## config.mk

```make
export PLATFORM = sky130hd
export DESIGN_NAME = ad_sample_avg
export DESIGN_NICKNAME = d
export VERILOG_FILES = /design/src/rtl/ad_sample_avg.sv
export SDC_FILE = /design/constraint.sdc
export NUM_CORES = 1
export LEC_CHECK = 0
export CAP_MARGIN = 20
export CORE_ASPECT_RATIO = 1.1
export CORE_MARGIN = 4
export CORE_UTILIZATION = 31
export DETAILED_ROUTE_END_ITERATION = 10
export SYNTH_ARGS = -nofsm -noshare
export SYNTH_HDL_FRONTEND = slang
export SYNTH_SLANG_ARGS = --single-unit
```

## constraint.sdc

```tcl
create_clock -name CLOCK_50MHz -period 3.5 [get_ports CLOCK_50MHz]
set_clock_uncertainty 0.15 [all_clocks]
set_input_delay 0.7 -clock CLOCK_50MHz [delete_from_list [all_inputs] [get_ports CLOCK_50MHz]]
set_output_delay 0.7 -clock CLOCK_50MHz [all_outputs]
set_load 0.005 [all_outputs]
```

## src/rtl/ad_sample_avg.sv

```systemverilog
// ad_sample_avg: block averager for the dual-channel ADC interface.
// Synchronises the interface BUSY flag, takes one sample pair per BUSY fall,
// sums 2**LOG2_N pairs and emits truncated averages with a one-clock strobe.
module ad_sample_avg #(
    parameter int DW     = 8,
    parameter int LOG2_N = 3
) (
    input  logic          CLOCK_50MHz,
    input  logic          RESET_n,
    input  logic          ENABLE,
    input  logic          BUSY,
    input  logic [DW-1:0] DATA_AD0,
    input  logic [DW-1:0] DATA_AD1,
    output logic [DW-1:0] AVG_CH0,
    output logic [DW-1:0] AVG_CH1,
    output logic          AVG_VALID,
    output logic          OVERRUN
);

    localparam int AW = DW + LOG2_N;

    typedef enum logic [1:0] {
        S_IDLE,
        S_WAIT,
        S_ACCUM,
        S_EMIT
    } state_t;

    state_t            state;
    state_t            state_nxt;

    logic              busy_q1;
    logic              busy_q2;
    logic              new_smp;
    logic [DW-1:0]     smp0;
    logic [DW-1:0]     smp1;
    logic [AW-1:0]     acc0;
    logic [AW-1:0]     acc1;
    logic [LOG2_N-1:0] cnt;
    logic              blk_last;

    logic              do_clear;
    logic              do_latch;
    logic              do_accum;
    logic              do_emit;
    logic              set_ovr;

    // Two-stage synchroniser for BUSY; resets high so an idle-high BUSY gives no false edge
    always_ff @(posedge CLOCK_50MHz or negedge RESET_n) begin
        if (!RESET_n) begin
            busy_q1 <= 1'b1;
            busy_q2 <= 1'b1;
        end else begin
            busy_q1 <= BUSY;
            busy_q2 <= busy_q1;
        end
    end

    assign new_smp  = busy_q2 & ~busy_q1;
    assign blk_last = (cnt == '1);

    // State register
    always_ff @(posedge CLOCK_50MHz or negedge RESET_n) begin
        if (!RESET_n) begin
            state <= S_IDLE;
        end else begin
            state <= state_nxt;
        end
    end

    // Next-state logic; EMIT always completes before honouring ENABLE=0
    always_comb begin
        state_nxt = state;
        case (state)
            S_IDLE: begin
                if (ENABLE) state_nxt = S_WAIT;
            end
            S_WAIT: begin
                if (!ENABLE)      state_nxt = S_IDLE;
                else if (new_smp) state_nxt = S_ACCUM;
            end
            S_ACCUM: begin
                if (!ENABLE)       state_nxt = S_IDLE;
                else if (blk_last) state_nxt = S_EMIT;
                else               state_nxt = S_WAIT;
            end
            S_EMIT: begin
                state_nxt = ENABLE ? S_WAIT : S_IDLE;
            end
            default: state_nxt = S_IDLE;
        endcase
    end

    // Per-state datapath controls; a sample arriving while one is in flight is flagged
    always_comb begin
        do_clear = 1'b0;
        do_latch = 1'b0;
        do_accum = 1'b0;
        do_emit  = 1'b0;
        set_ovr  = 1'b0;
        case (state)
            S_IDLE:  do_clear = 1'b1;
            S_WAIT:  do_latch = ENABLE & new_smp;
            S_ACCUM: begin
                do_accum = 1'b1;
                set_ovr  = new_smp;
            end
            S_EMIT: begin
                do_emit  = 1'b1;
                set_ovr  = new_smp;
            end
            default: do_clear = 1'b1;
        endcase
    end

    // Sample capture on each accepted BUSY fall
    always_ff @(posedge CLOCK_50MHz or negedge RESET_n) begin
        if (!RESET_n) begin
            smp0 <= '0;
            smp1 <= '0;
        end else if (do_latch) begin
            smp0 <= DATA_AD0;
            smp1 <= DATA_AD1;
        end
    end

    // Accumulators and block counter; counter parks at its last value until EMIT clears it
    always_ff @(posedge CLOCK_50MHz or negedge RESET_n) begin
        if (!RESET_n) begin
            acc0 <= '0;
            acc1 <= '0;
            cnt  <= '0;
        end else if (do_clear || do_emit) begin
            acc0 <= '0;
            acc1 <= '0;
            cnt  <= '0;
        end else if (do_accum) begin
            acc0 <= acc0 + AW'(smp0);
            acc1 <= acc1 + AW'(smp1);
            if (!blk_last) cnt <= cnt + LOG2_N'(1);
        end
    end

    // Average outputs and strobe; averages hold between strobes
    always_ff @(posedge CLOCK_50MHz or negedge RESET_n) begin
        if (!RESET_n) begin
            AVG_CH0   <= '0;
            AVG_CH1   <= '0;
            AVG_VALID <= 1'b0;
        end else begin
            AVG_VALID <= do_emit;
            if (do_emit) begin
                AVG_CH0 <= acc0[AW-1:LOG2_N];
                AVG_CH1 <= acc1[AW-1:LOG2_N];
            end
        end
    end

    // Sticky overrun flag, cleared while idle
    always_ff @(posedge CLOCK_50MHz or negedge RESET_n) begin
        if (!RESET_n) begin
            OVERRUN <= 1'b0;
        end else if (do_clear) begin
            OVERRUN <= 1'b0;
        end else if (set_ovr) begin
            OVERRUN <= 1'b1;
        end
    end

endmodule

```

After elaboration in Yosys (flattened, before gate mapping):

Index checks and enable logic that the tools add are counted.

* $add $sub $neg: 3
* reductions and logical operators: 7
* equality and inequality tests: 7
* div/mod/pow operators: 0
* $lt $le $gt $ge: 0
* multiplexer cells: 21
* bitwise gates (word level): 3
* shift-type cells: 0
* multiply operators: 0

Operator list (count)
* 11-bit 2-to-1 mux: 4
* 11-bit by 8-bit adder with 11-bit output: 2
* 2-bit 2-to-1 mux: 5
* 3-bit 2-to-1 mux: 3
* 1-bit 2-to-1 mux: 8
* 2-bit case mux with 4 select lines: 1
* 2-bit == test (second input constant): 2
* 2-bit AND reduction: 2
* 2-bit nonzero test: 2
* 3-bit by 1-bit adder with 3-bit output (second input constant): 1
* 3-bit == test (second input constant): 1
* 3-bit != test (second input constant): 1
* 1-bit AND: 2
* 2-bit by 1-bit == test with 1-bit output (second input constant): 1
* 2-bit zero test: 1
* 2-bit by 1-bit != test with 1-bit output (second input constant): 1
* 2-bit != test (second input constant): 1
* 2-bit OR reduction: 1
* 1-bit logical OR: 1
* 1-bit NOT: 1

* register bits: 63
* memory bits (read-only): 0
* memories: 0
* latch bits: 0
* output and inout port bits: 18
* logic and storage cells: 53
* memory bits (writable): 0

Longest topological paths before layout:

Gate-level depths: netlist of the first run.

* word-level depth: 5
* mapped depth: 7
* gate-level depth less buffers: 7

Worst setup path before layout of the first run:

Ideal clock, no wire load.

* kind: register to register
* start: register smp0[0]
* end: register acc0[6]
* data required time: 3217 ps
* cell stages (with the launch flop): 8
* setup time: 133 ps
* slack: 1420 ps
* path buffers: 0
* arrival time: 1796 ps
* period minus slack after synthesis: 2080 ps
* cells stage by stage: dfrtp_1 -> ha_1 -> fa_1 -> a211oi_2 -> o21ai_0 -> a21oi_1 -> xor2_1 -> o31ai_1

* cells in the longest elaborated chain, start to end: 3

Ends and longest elaborated chain
* start: declaration: RTL line 35 `logic [DW-1:0] smp0;`
* start signal: assignment: RTL line 119 `smp0 <= '0;`
* start signal: assignment: RTL line 122 `smp0 <= DATA_AD0;`
* 11-bit by 8-bit adder with 11-bit output: RTL line 138 `acc0 <= acc0 + AW'(smp0);`
* 11-bit 2-to-1 mux: RTL line 137 `end else if (do_accum) begin`
* 11-bit 2-to-1 mux: RTL line 133 `end else if (do_clear || do_emit) begin`
* end signal: assignment: RTL line 138
* end: declaration: RTL line 37 `logic [AW-1:0] acc0;`

Every way passes these cells. The select of a mux whose other input is x is not followed.
A chain may end at the register's enable or synchronous reset.

Worst setup path after layout of the first run:

* start: register state[0]
* end: register acc0[7]

* cells in the longest elaborated chain, start to end: 4
* elaborated cells on any way between the ends: 9

Ends and longest elaborated chain
* start: declaration: RTL line 29 `state_t state;`
* start signal: assignment: RTL line 67 `state <= state_nxt;`
* 2-bit == test / 2-bit zero test (equally long branches): RTL line 101 `case (state)`
* 1-bit 2-to-1 mux: RTL line 101
* 1-bit logical OR: RTL line 133
* 11-bit 2-to-1 mux / 2-bit nonzero test (equally long branches)

Parallel ways exist; a longest one is shown, timed or not.

==> results of run 1 <==
sequential cells by signal (all words and copies together) (netlist names):
| signal | flops |
|---|---|
| state | 2 |
| busy_q1 | 1 |
| acc1 | 11 |
| cnt | 3 |
| AVG_CH1 | 8 |
| smp0 | 8 |
| AVG_VALID | 1 |
| acc0 | 11 |
| OVERRUN | 1 |
| AVG_CH0 | 8 |
| smp1 | 8 |
| busy_q2 | 1 |
area by class of cell:
cell class	instances	area [um^2]
inverter	9	33.8
clock inverter	4	45.0
timing repair buffer	40	388
fill	1030	6310
sequential	63	1580
multi-input combinational	222	1660
clock buffer	12	246
tap	143	179
metrics by stage:
step	area, um^2	hold slack, ns	power (W)
6_report	4130	0.218	0.00381
5_1_grt	4130	0.228	0.00415
4_1_cts	4130	0.220	0.00385
3_5_place_dp	3840	0.212	0.00295
3_3_place_gp	3840	0.211	0.00291
2_1_floorplan	3330	0.208	0.00246
cells in the mapped netlist, types with 2 or more instances:
cell      instances  area share [%]
dfrtp_1          61              46
nand2_1          40             4.5
mux2_2           33              11
o21ai_0          26             3.9
ha_1             23             8.6
a21oi_1          10             1.5
nor2_1           10             1.1
inv_1             9             1.0
o31ai_1           9             2.0
a211oi_1          7             1.6
nand3_1           7             1.1
a21o_1            6             1.4
nor3_1            6            0.90
clkbuf_1          5            0.56
xor2_1            5             1.3
buf_2             4            0.60
o21bai_1          3            0.68
a211oi_2          2            0.75
buf_1             2            0.23
dfstp_2           2             1.6
fa_1              2             1.2
mux2i_1           2            0.60
nand2b_1          2            0.38
nand4_1           2            0.38
nor3b_1           2            0.45
o211ai_1          2            0.45
o211ai_2          2            0.75
or4_1             2            0.45
xnor2_1           2            0.53
layout by cell type (no fill, tap or decap), types with 7 or more instances in the layout:
master           count
dfrtp_1             61
nand2_1             40
clkdlybuf4s50_1     36
mux2_2              33
o21ai_0             26
ha_1                23
a21oi_1             10
nor2_1              10
inv_1                9
o31ai_1              9
clkbuf_16            9
nand3_1              7
a211oi_1             7
worst max path at each step:
stage,startpoint,endpoint,slack (ns),cells past startpoint
global placement,ENABLE,smp1[6]$_DFFE_PN0P_,1.10,3
global route,state[0]$_DFFE_PN0P_,acc0[9]$_DFFE_PN0P_,0.94,7
floorplan,smp0[0]$_DFFE_PN0P_,acc0[6]$_DFFE_PN0P_,1.42,7
CTS,state[0]$_DFFE_PN0P_,acc0[7]$_DFFE_PN0P_,1.10,6
finish,state[0]$_DFFE_PN0P_,acc0[7]$_DFFE_PN0P_,1.12,6
detailed placement,ENABLE,smp0[3]$_DFFE_PN0P_,1.07,3
report_power, final:
part | switching [W] | internal, W
clock | 0.000308 | 0.000567
sequential | 0.000211 | 0.00101
combinational | 0.000920 | 0.000794
total | 0.00144 | 0.00237
worst reg2reg max path: stages, from the launching register on:
cell,delay (ns)
dfrtp_1,0.47
inv_1,0.10
ha_1,0.52
inv_1,0.43
nor3_1,0.13
a22o_1,0.22
a211o_1,0.26
cells by family (layout without fill, tap and decap cells):
kind of cell | Yosys count | in the layout | synth area share (%)
buf+inv | 21 | 65 | 2.63
xor+xnor | 7 | 7 | 1.84
mux | 35 | 35 | 11.8
flops | 63 | 63 | 47.5
fa+ha+maj | 25 | 25 | 9.85
simple gates | 75 | 75 | 10.1
compound gates | 80 | 80 | 16.3
routing by layer:
metal  GRT usage, %  routed length [um]  up-vias  part of all wire [%]
met1           15.8                3320     1163                    48
met3           3.26                 295        8                   4.2
met2           19.9                3260       50                    47
met5              0                   0        -                     0
met4           4.77                  96        0                   1.4
li1               -                   -     1197                     -
==> metrics.md, run 1 <==
| Metric | Value |
|---|---|
| Drt wl/cell | `14.1 um` |
| Worst Path Buf+Inv | `2` |
| Initial DRC Count | `~100` |
| Final Critical Period | `approximately 2.4 ns` |
| Core area | `10400 um^2` |
| CTS tree | `yes` |
| Worst Hold Path Cells | `0` |
| CTS Root Cell | `clkbuf_16` |
| WP data arrival | `around 2.4 ns` |
| Worst min path class | `reg -> reg` |
| R2r startpoint | `state[0]$_DFFE_PN0P_` |
| Cts bufs inserted | `9` |
| Number of synthesized flops with an enable pin | `0` |
| Sequential share of the synthesized area | `a little under half` |
| Post-Layout Cell Count | `around 490` |
| Slew Limit Fails | `0` |
| PortBufs | `37` |
| Final GP Congestion | `between 0.8 and 0.9` |
| Die extent in x | `roughly 110 um` |
| Final hold vios | `0` |
| Die height | `roughly 120 um` |
| Post-CTS setup buffers | `0` |
| Worst-Skew Late Latency | `approximately 0.32 ns` |
| Pre-CTS WS | `between 1 and 1.5 ns` |
| First-pass GRT wire length | `12000 um` |
| Maxcap violations | `0` |
| CTS Hold Bufs | `0` |
| Num Clock Sinks | `63` |
| Post-Route WL | `6970 um` |
| Crit-path slowest cell | `ha_1` |
| Register bit count reported by yosys | `63` |
| Cells after synthesis | `between 300 and 400` |
| Vias | `between 2000 and 2500` |
| Initial antenna violation count | `0` |
| Status | `finished clean` |
| PostCTS Resize Cnt | `0` |
| Initial Utilization | `approximately a third` |
| FF-to-FF End | `acc0[7]$_DFFE_PN0P_` |
| Crit end category | `register` |
| CP top delay family | `buffers and inverters` |
| Crit path required time | `3.56 ns` |
| Most used DFF post-synth | `dfrtp_1` |
| Avg Cell Area, Syn | `between 10 and 15 um^2` |
| Total Neg Setup Slack | `0 ns` |
| Final setup vio count | `0` |
| Pin count of the biggest net entering global routing | `43` |
| Final Core Density | `roughly 40%` |
| Drt first pass iters | `4` |
| Async S/R FF share, synth | `100%` |
| DPL Wire Length | `between 4000 and 5000 um` |
| Setup ws final | `about 1.1 ns` |
| Slew of the pin with the lowest slew margin | `0.954 ns` |
| Maximum VDD drop | `just over 0.4 mV` |
| ANT nets after route | `0` |
| Die area | `12500 um^2` |
| RSZ-0062 raised after global routing | `no` |
| Global Route Usage Sum | `approximately an eighth` |
| Worst-path cell chain | `inv_1 -> ha_1 -> inv_1 -> nor3_1 -> a22o_1 -> a211o_1` |
| Mapped Nets | `between 300 and 400` |
| GRT overflow | `0` |
| Clock Path Buffers | `2` |
| Mapped Area | `around 3300 um^2` |
| H-tree Lvls | `3` |
| Reg2reg setup slack | `~1.1 ns` |
| Worst Reg-to-Reg Cells | `6` |
| Via/cell ratio | `4.90` |
| Dpl cells | `approximately 480` |
| Relative slew margins | `36.4%` |
| CP max stage delay | `~0.52 ns` |
| Final net count | `390` |
| Synth unique cells | `47` |
| Share of cells above drive strength 1 | `approximately 18%` |
| HP Start | `busy_q1$_DFF_PN1_` |
| Ant. Diodes | `0` |
| Crit Path Max Fanout | `14` |
| Residual DRC count | `0` |
| Clock slew seen by the registers of the worst setup and hold paths | `about 0.050 ns` |
| I/O Pins | `38` |
| Startpoint Class | `register` |
| Std cell rows | `39` |
| YS warnings | `0` |
| Peak Freq | `between 400 and 500 MHz` |
| Final worst-path cycle share | `68.1%` |
| Lkg Pwr | `about 1.9 nW` |
| Most frequent CP cell | `inv_1` |
| Vias in the first global route | `between 2000 and 2500` |
| P&R area growth vs syn | `24.2%` |
| PD cells | `922 nW/um^2` |
| WS Path Type | `reg -> reg` |
| Hold endpoint | `busy_q2$_DFF_PN1_` |
Power figures use the tool's default switching activity.
==> inputs of run 2 (changes only) <==
==> constraint.sdc (replaced) <==
create_clock -name CLOCK_50MHz -period 2 [get_ports CLOCK_50MHz]
set_clock_uncertainty 0.15 [all_clocks]
set_input_delay 0.4 -clock CLOCK_50MHz [delete_from_list [all_inputs] [get_ports CLOCK_50MHz]]
set_output_delay 0.4 -clock CLOCK_50MHz [all_outputs]
set_load 0.005 [all_outputs]
==> run 2 against run 1 <==
Compared with the run above:
- count of clock-buffer cells in the layout rose by 3
- the run now ends with negative setup slack left
- sequential power rose by 76%
- first-iteration DRC count shrank 21%
- critical path depth up 1
- non-clock buffer count increased by 32
- register-to-register slack got worse by 1.1 ns
- die area unchanged
- worst hold slack hardly changed
- clock power increased by 58%
- critical endpoint is now acc1[6]$_DFFE_PN0P_
==> metrics.md, run 2 (same netlist as run 1, synthesis figures left out) <==
| Metric | Value |
|---|---|
| Crit path required time | `2.08 ns (-1.48 ns)` |
| RSZ-0062 raised after global routing | `yes` |
| Top flop regs | `acc0 x11, acc1 x11` |
| Vias | `2572 (+6.4%)` |
| H-tree Lvls | `3 (unchanged)` |
| Die extent in x | `107 um (unchanged)` |
| Cell Area, Placed | `4060 um^2 (+5.7%)` |
| WP data arrival | `2.10 ns (-0.34 ns)` |
| Flip-flop and latch area | `1580 um^2 (about the same)` |
| PortBufs | `37 (unchanged)` |
| Final setup vio count | `2 (+2)` |
| PD cells | `1640 nW/um^2 (+77%)` |
| Maxcap violations | `0 (unchanged)` |
| I/O Pins | `38 (unchanged)` |
| Status | `finished, violations left` |
| Ant. Diodes | `0 (unchanged)` |
| Final Critical Period | `2.02 ns (-0.365 ns)` |
| Peak Freq | `496 MHz (+18%)` |
| Worst-Skew Late Latency | `0.32 ns (about the same)` |
| Most frequent cells in the layout | `dfrtp_1 (60), nand2_1 (38), clkdlybuf4s50_1 (36)` |
| Lkg Pwr | `2.01 nW (+8.2%)` |
| Final net count | `422 (+8.2%)` |
| Worst min path class | `reg -> reg` |
| First-pass GRT wire length | `12600 um (+4.8%)` |
| Num Clock Sinks | `63 (unchanged)` |
| Setup ws final | `-0.0179 ns (-1.13 ns)` |
| ANT nets after route | `0 (unchanged)` |
| Relative slew margins | `79.2% (+43 points)` |
| Failing checks | `negative setup slack` |
| Post-route cell area | `4480 um^2 (+8.5%)` |
| Crit Path Max Fanout | `3 (-11)` |
| Initial DRC Count | `81 (-21%)` |
| Vias in the first global route | `2589 (+4.1%)` |
| Pwr Total | `0.00733 W (+92%)` |
| Crit end category | `register` |
| Commonest non-fill, non-tap cell in the layout | `dfrtp_1` |
| Drt wl/cell | `14.2 um (+0.15%)` |
| Std cell rows | `39 (unchanged)` |
| Die height | `117 um (unchanged)` |
| Startpoint Class | `register` |
| WS Path Type | `reg -> reg` |
| Residual DRC count | `0 (unchanged)` |
| Worst Hold Path Cells | `0 (unchanged)` |
| Total Neg Setup Slack | `-0.0269 ns (-0.0269 ns)` |
| Worst Reg-to-Reg Cells | `7 (+1)` |
| Clock Path Buffers | `2 (unchanged)` |
| Multi-input logic area | `1780 um^2 (+7.4%)` |
| Via/cell ratio | `4.90 (-0.11%)` |
| Core area | `10400 um^2 (unchanged)` |
| Post-Route WL | `7430 um (+6.6%)` |
| Slew of the pin with the lowest slew margin | `0.312 ns (-0.642 ns)` |
| Min Hold Slack | `0.218 ns (-0.000144 ns)` |
| DPL Wire Length | `5410 um (+11%)` |
| Maximum VDD drop | `0.727 mV (+77%)` |
| Global Route Usage Sum | `12.8% (+0.52 points)` |
| Slew Limit Fails | `0 (unchanged)` |
| Final GP Congestion | `0.921 (+13%)` |
| Clock slew seen by the registers of the worst setup and hold paths | `0.05 ns (about the same)` |
| CTS Root Cell | `clkbuf_16` |
| Die area | `12500 um^2 (unchanged)` |
| Fillers | `1018 (-1.2%)` |
| CTS tree | `yes` |
| Pin count of the biggest net entering global routing | `32 (-26%)` |
| Final hold vios | `0 (unchanged)` |
| Initial antenna violation count | `0 (unchanged)` |
| GRT overflow | `0 (unchanged)` |
| Initial Utilization | `31.9% (unchanged)` |
| Final worst-path cycle share | `101% (+33 points)` |
| Share of cells above drive strength 1 | `29.1% (+11 points)` |
| Drt first pass iters | `4 (unchanged)` |
| Cts bufs inserted | `9 (unchanged)` |
| P&R area growth vs syn | `34.7%` |
run 2: cell count changes in the layout (fill, tap and decap cells not counted), sizes merged:
| cell | before | now |
|---|---|---|
| clkbuf | 12 | 15 |
| clkinv | 3 | 1 |
| dlygate4sd3 | 0 | 1 |
| bufinv | 1 | 0 |
| buf | 4 | 35 |
run 2: power breakdown:
| group | internal (W) | switching [W] |
|---|---|---|
| Sequential | 0.00177 | 0.000380 |
| Clock | 0.000871 | 0.000507 |
| Combinational | 0.00191 | 0.00189 |
| Total | 0.00455 | 0.00278 |
run 2: critical path, stage by stage (launching register included):
cell and delay, ns:
dfrtp_1 0.37, ha_2 0.20, fa_2 0.37, a211oi_4 0.28, o21bai_1 0.10, a21oi_1 0.19
xor2_1 0.09, o31ai_1 0.18
run 2: area by class of cell:
type / count / share of cell area, %
Multi-Input combinational cell: 222 / 39.8
Sequential cell: 63 / 35.3
Clock buffer: 15 / 5.75
Timing Repair Buffer: 72 / 14.3
Tap cell: 143 / 3.99
Inverter: 9 / 0.754
Clock inverter: 1 / 0.112
run 2: timing repair:
| item | in CTS | in global routing |
|---|---|---|
| buffers inserted | 1 | 3 |
| resized for setup | 9 | 23 |
| endpoints found under the setup margin | 8 | 14 |
| endpoints found under the hold margin | 9 | 0 |
| hold buffers | 1 | 0 |
| pin swaps | 11 | 15 |
| cloned | 0 | 0 |
run 2: path summary, 6_finish.rpt:
kind / startpoint / to / slack [ns]
worst max register to register: smp1[0]$_DFFE_PN0P_ / acc1[6]$_DFFE_PN0P_ / -0.02
worst min register to register: busy_q1$_DFF_PN1_ / busy_q2$_DFF_PN1_ / 0.22
min in group asynchronous: RESET_n / cnt[2]$_DFFE_PN0P_ / 0.35
max in group asynchronous: RESET_n / smp1[1]$_DFFE_PN0P_ / 0.75
worst max-delay path: smp1[0]$_DFFE_PN0P_ / acc1[6]$_DFFE_PN0P_ / -0.02
worst min-delay path: busy_q1$_DFF_PN1_ / busy_q2$_DFF_PN1_ / 0.22
run 2: stage by stage:
step                      cells  setup slack, ns  util [%]
after floorplan             306           0.0171         -
after CTS                   522          -0.0355      41.9
after global placement      504         -0.00702      38.9
after detailed placement    504          -0.0715      38.9
after global routing        525           -0.147      42.9
final                       525          -0.0179      42.9
run 2: routing by layer:
layer | GRT usage [%] | routed length [um] | up-vias
met1 | 15.8 | 3370 | 1241
li1 | - | - | 1255
met3 | 4.15 | 328 | 7
met2 | 21.5 | 3670 | 69
met4 | 3.67 | 65 | 0
met5 | 0 | 0 | -
==> inputs of run 3 (changes only) <==
--- a/config.mk
+++ b/config.mk
@@ -7,8 +7,8 @@
 export LEC_CHECK = 0
 export CAP_MARGIN = 20
 export CORE_ASPECT_RATIO = 1.1
-export CORE_MARGIN = 4
 export CORE_UTILIZATION = 31
+export CTS_CLUSTER_DIAMETER = 150
 export DETAILED_ROUTE_END_ITERATION = 10
 export SYNTH_ARGS = -nofsm -noshare
 export SYNTH_HDL_FRONTEND = slang
==> run 3 against run 2 <==
Compared with the run above:
- cell count decreased by 0.57%
- sequential share of layout area decreased by 0.39 points
- worst hold slack improved by 0.0022 ns
- the run still ends with negative setup slack left
- first-iteration DRC count increased by 46%
- clock power increased by 15%
- final area increased by 1.0%
- critical path depth unchanged
- worst setup slack got worse by 0.0065 ns
- combinational power about the same
==> metrics.md, run 3 (same netlist as run 1, synthesis figures left out) <==
| Metric | Value |
|---|---|
| Status | `finished, violations left` |
| Failing checks | `negative setup slack` |
| Min Hold Slack | `0.220 ns (+0.00220 ns)` |
| GRT overflow | `0 (unchanged)` |
| Dpl cells | `501 (-0.60%)` |
| Ant. Diodes | `0 (unchanged)` |
| I/O Pins | `38 (unchanged)` |
| Pre-CTS WS | `-0.0931 ns (-0.0216 ns)` |
| Initial antenna violation count | `0 (unchanged)` |
| PD cells | `1660 nW/um^2 (+1.6%)` |
| Cts bufs inserted | `9 (unchanged)` |
| Final hold vios | `0 (unchanged)` |
| Worst-Skew Late Latency | `0.33 ns (about the same)` |
| WS Path Type | `reg -> reg` |
| Crit Path Max Fanout | `3 (unchanged)` |
| Final worst-path cycle share | `101% (+0.32 points)` |
| Relative slew margins | `70.2% (-9.1 points)` |
| Startpoint Class | `register` |
| Final setup vio count | `1 (-1)` |
| CP top delay family | `compound AO/OA/AOI/OAI gates` |
| H-tree Lvls | `3 (unchanged)` |
| Worst Path Buf+Inv | `0 (unchanged)` |
| Commonest non-fill, non-tap cell in the layout | `dfrtp_1` |
| Final Critical Period | `2.02 ns (+0.00650 ns)` |
| Residual DRC count | `0 (unchanged)` |
| Die height | `111 um (-5.1%)` |
| Cell Area, Placed | `4050 um^2 (-0.25%)` |
| DPL Wire Length | `5170 um (-4.5%)` |
| Std cell rows | `39 (unchanged)` |
| Worst-path cell chain | `ha_2 -> fa_2 -> a211oi_4 -> o21bai_1 -> a21oi_1 -> xor2_1 -> o31ai_1` |
| WP data arrival | `2.10 ns (about the same)` |
| Vias | `2545 (-1.0%)` |
| Share of cells above drive strength 1 | `30.6% (+1.5 points)` |
| Worst min path class | `reg -> reg` |
| PortBufs | `37 (unchanged)` |
| Initial DRC Count | `118 (+46%)` |
| Setup ws final | `-0.0244 ns (-0.00650 ns)` |
| GR Layer Usage met1 | `17.9% (+2.0 points)` |
| Maxcap violations | `0 (unchanged)` |
| Crit path required time | `2.07 ns (about the same)` |
| Met3 Usage GRT | `4.29% (+0.14 points)` |
| Slew Limit Fails | `0 (unchanged)` |
| Core area | `10400 um^2 (-0.47%)` |
| Maximum VDD drop | `0.706 mV (-2.9%)` |
| Die area | `11200 um^2 (-10%)` |
| Top flop regs | `acc0 x11, acc1 x11` |
| Most frequent cells in the layout | `dfrtp_1 (61), nand2_1 (38), clkdlybuf4s50_1 (36)` |
| Met2 Resource Use GR | `21.7% (+0.24 points)` |
| First-pass GRT wire length | `12100 um (-4.1%)` |
| Drt first pass iters | `4 (unchanged)` |
| Crit-path slowest cell | `dfrtp_1` |
| Pwr Total | `0.00753 W (+2.7%)` |
| Num Clock Sinks | `63 (unchanged)` |
| Fillers | `985 (-3.2%)` |
| Post-Route WL | `7230 um (-2.7%)` |
| CTS tree | `yes` |
| Clock Path Buffers | `2 (unchanged)` |
| Final net count | `419 (-0.71%)` |
| Via/cell ratio | `4.88 (-0.48%)` |
| RSZ-0062 raised after global routing | `yes` |
| ANT nets after route | `0 (unchanged)` |
| CP max stage delay | `0.38 ns (about the same)` |
| Post-Layout Cell Count | `522 (-0.57%)` |
| Peak Freq | `494 MHz (-0.32%)` |
| Final GP Congestion | `0.869 (-5.7%)` |
| Lkg Pwr | `2.03 nW (+0.90%)` |
| CTS Root Cell | `clkbuf_16` |
| Die extent in x | `101 um (-5.6%)` |
| Crit end category | `register` |
| Pin count of the biggest net entering global routing | `64 (+100%)` |
| Global Route Usage Sum | `13.9% (+1.1 points)` |
| Vias in the first global route | `2577 (-0.46%)` |
| Clock slew seen by the registers of the worst setup and hold paths | `0.05 ns (about the same)` |
| P&R area growth vs syn | `36.1%` |
| Post-route cell area | `4530 um^2 (+1.0%)` |
| Initial Utilization | `32.0% (+0.15 points)` |
| Drt wl/cell | `13.9 um (-2.1%)` |
| Slew of the pin with the lowest slew margin | `0.443 ns (+0.131 ns)` |
| GR peak layer | `met2` |
[run 3: what timing repair did]
action,in CTS,in global routing
endpoints found under the hold margin,61,0
setup buffers,2,2
pin swaps,5,17
endpoints found under the setup margin,8,15
hold buffers,1,0
cloned,0,0
gates resized for setup,7,26
[run 3: layout make-up]
| cell class | count | area [um^2] | share of cell area (%) |
|---|---|---|---|
| clock buffers | 13 | 270 | 5.97 |
| inverters | 9 | 33.8 | 0.746 |
| flip-flops and latches | 63 | 1580 | 34.9 |
| well taps | 143 | 179 | 3.95 |
| multi-input cells | 222 | 1790 | 39.6 |
| clock inverters | 3 | 40.0 | 0.884 |
| repair buffers | 69 | 633 | 14.0 |
[run 3: path summary, 6_finish.rpt]
check | depth (start not counted) | slack (ns) | end | startpoint
max in group asynchronous | 3 | 0.95 | busy_q1$_DFF_PN1_ | RESET_n
setup reg to reg | 7 | -0.02 | acc1[6]$_DFFE_PN0P_ | smp1[0]$_DFFE_PN0P_
setup / recovery | 7 | -0.02 | acc1[6]$_DFFE_PN0P_ | smp1[0]$_DFFE_PN0P_
min in group asynchronous | 3 | 0.45 | OVERRUN$_DFFE_PN0P_ | RESET_n
hold reg to reg | 0 | 0.22 | busy_q2$_DFF_PN1_ | busy_q1$_DFF_PN1_
hold / removal | 0 | 0.22 | busy_q2$_DFF_PN1_ | busy_q1$_DFF_PN1_
[run 3: routing by layer]
| layer | vias up | part of all wire [%] |
|---|---|---|
| li1 | 1245 | - |
| met1 | 1236 | 45 |
| met2 | 52 | 49 |
| met3 | 12 | 4.6 |
| met4 | 0 | 1.4 |
| met5 | - | 0 |
[run 3: metrics by stage]
| step | util (%) | setup TNS [ns] |
|---|---|---|
| after global placement | 39.0 | -0.0728 |
| after global routing | 43.6 | -0.537 |
| final | 43.6 | -0.0244 |
| after floorplan | - | 0 |
| after CTS | 42.4 | -0.0552 |
| after detailed placement | 39.0 | -0.350 |
[run 3: power by group]
group	switching (W)	internal, W
logic	0.00189	0.00190
clock network	0.000529	0.00106
registers	0.000375	0.00177
total	0.00280	0.00473
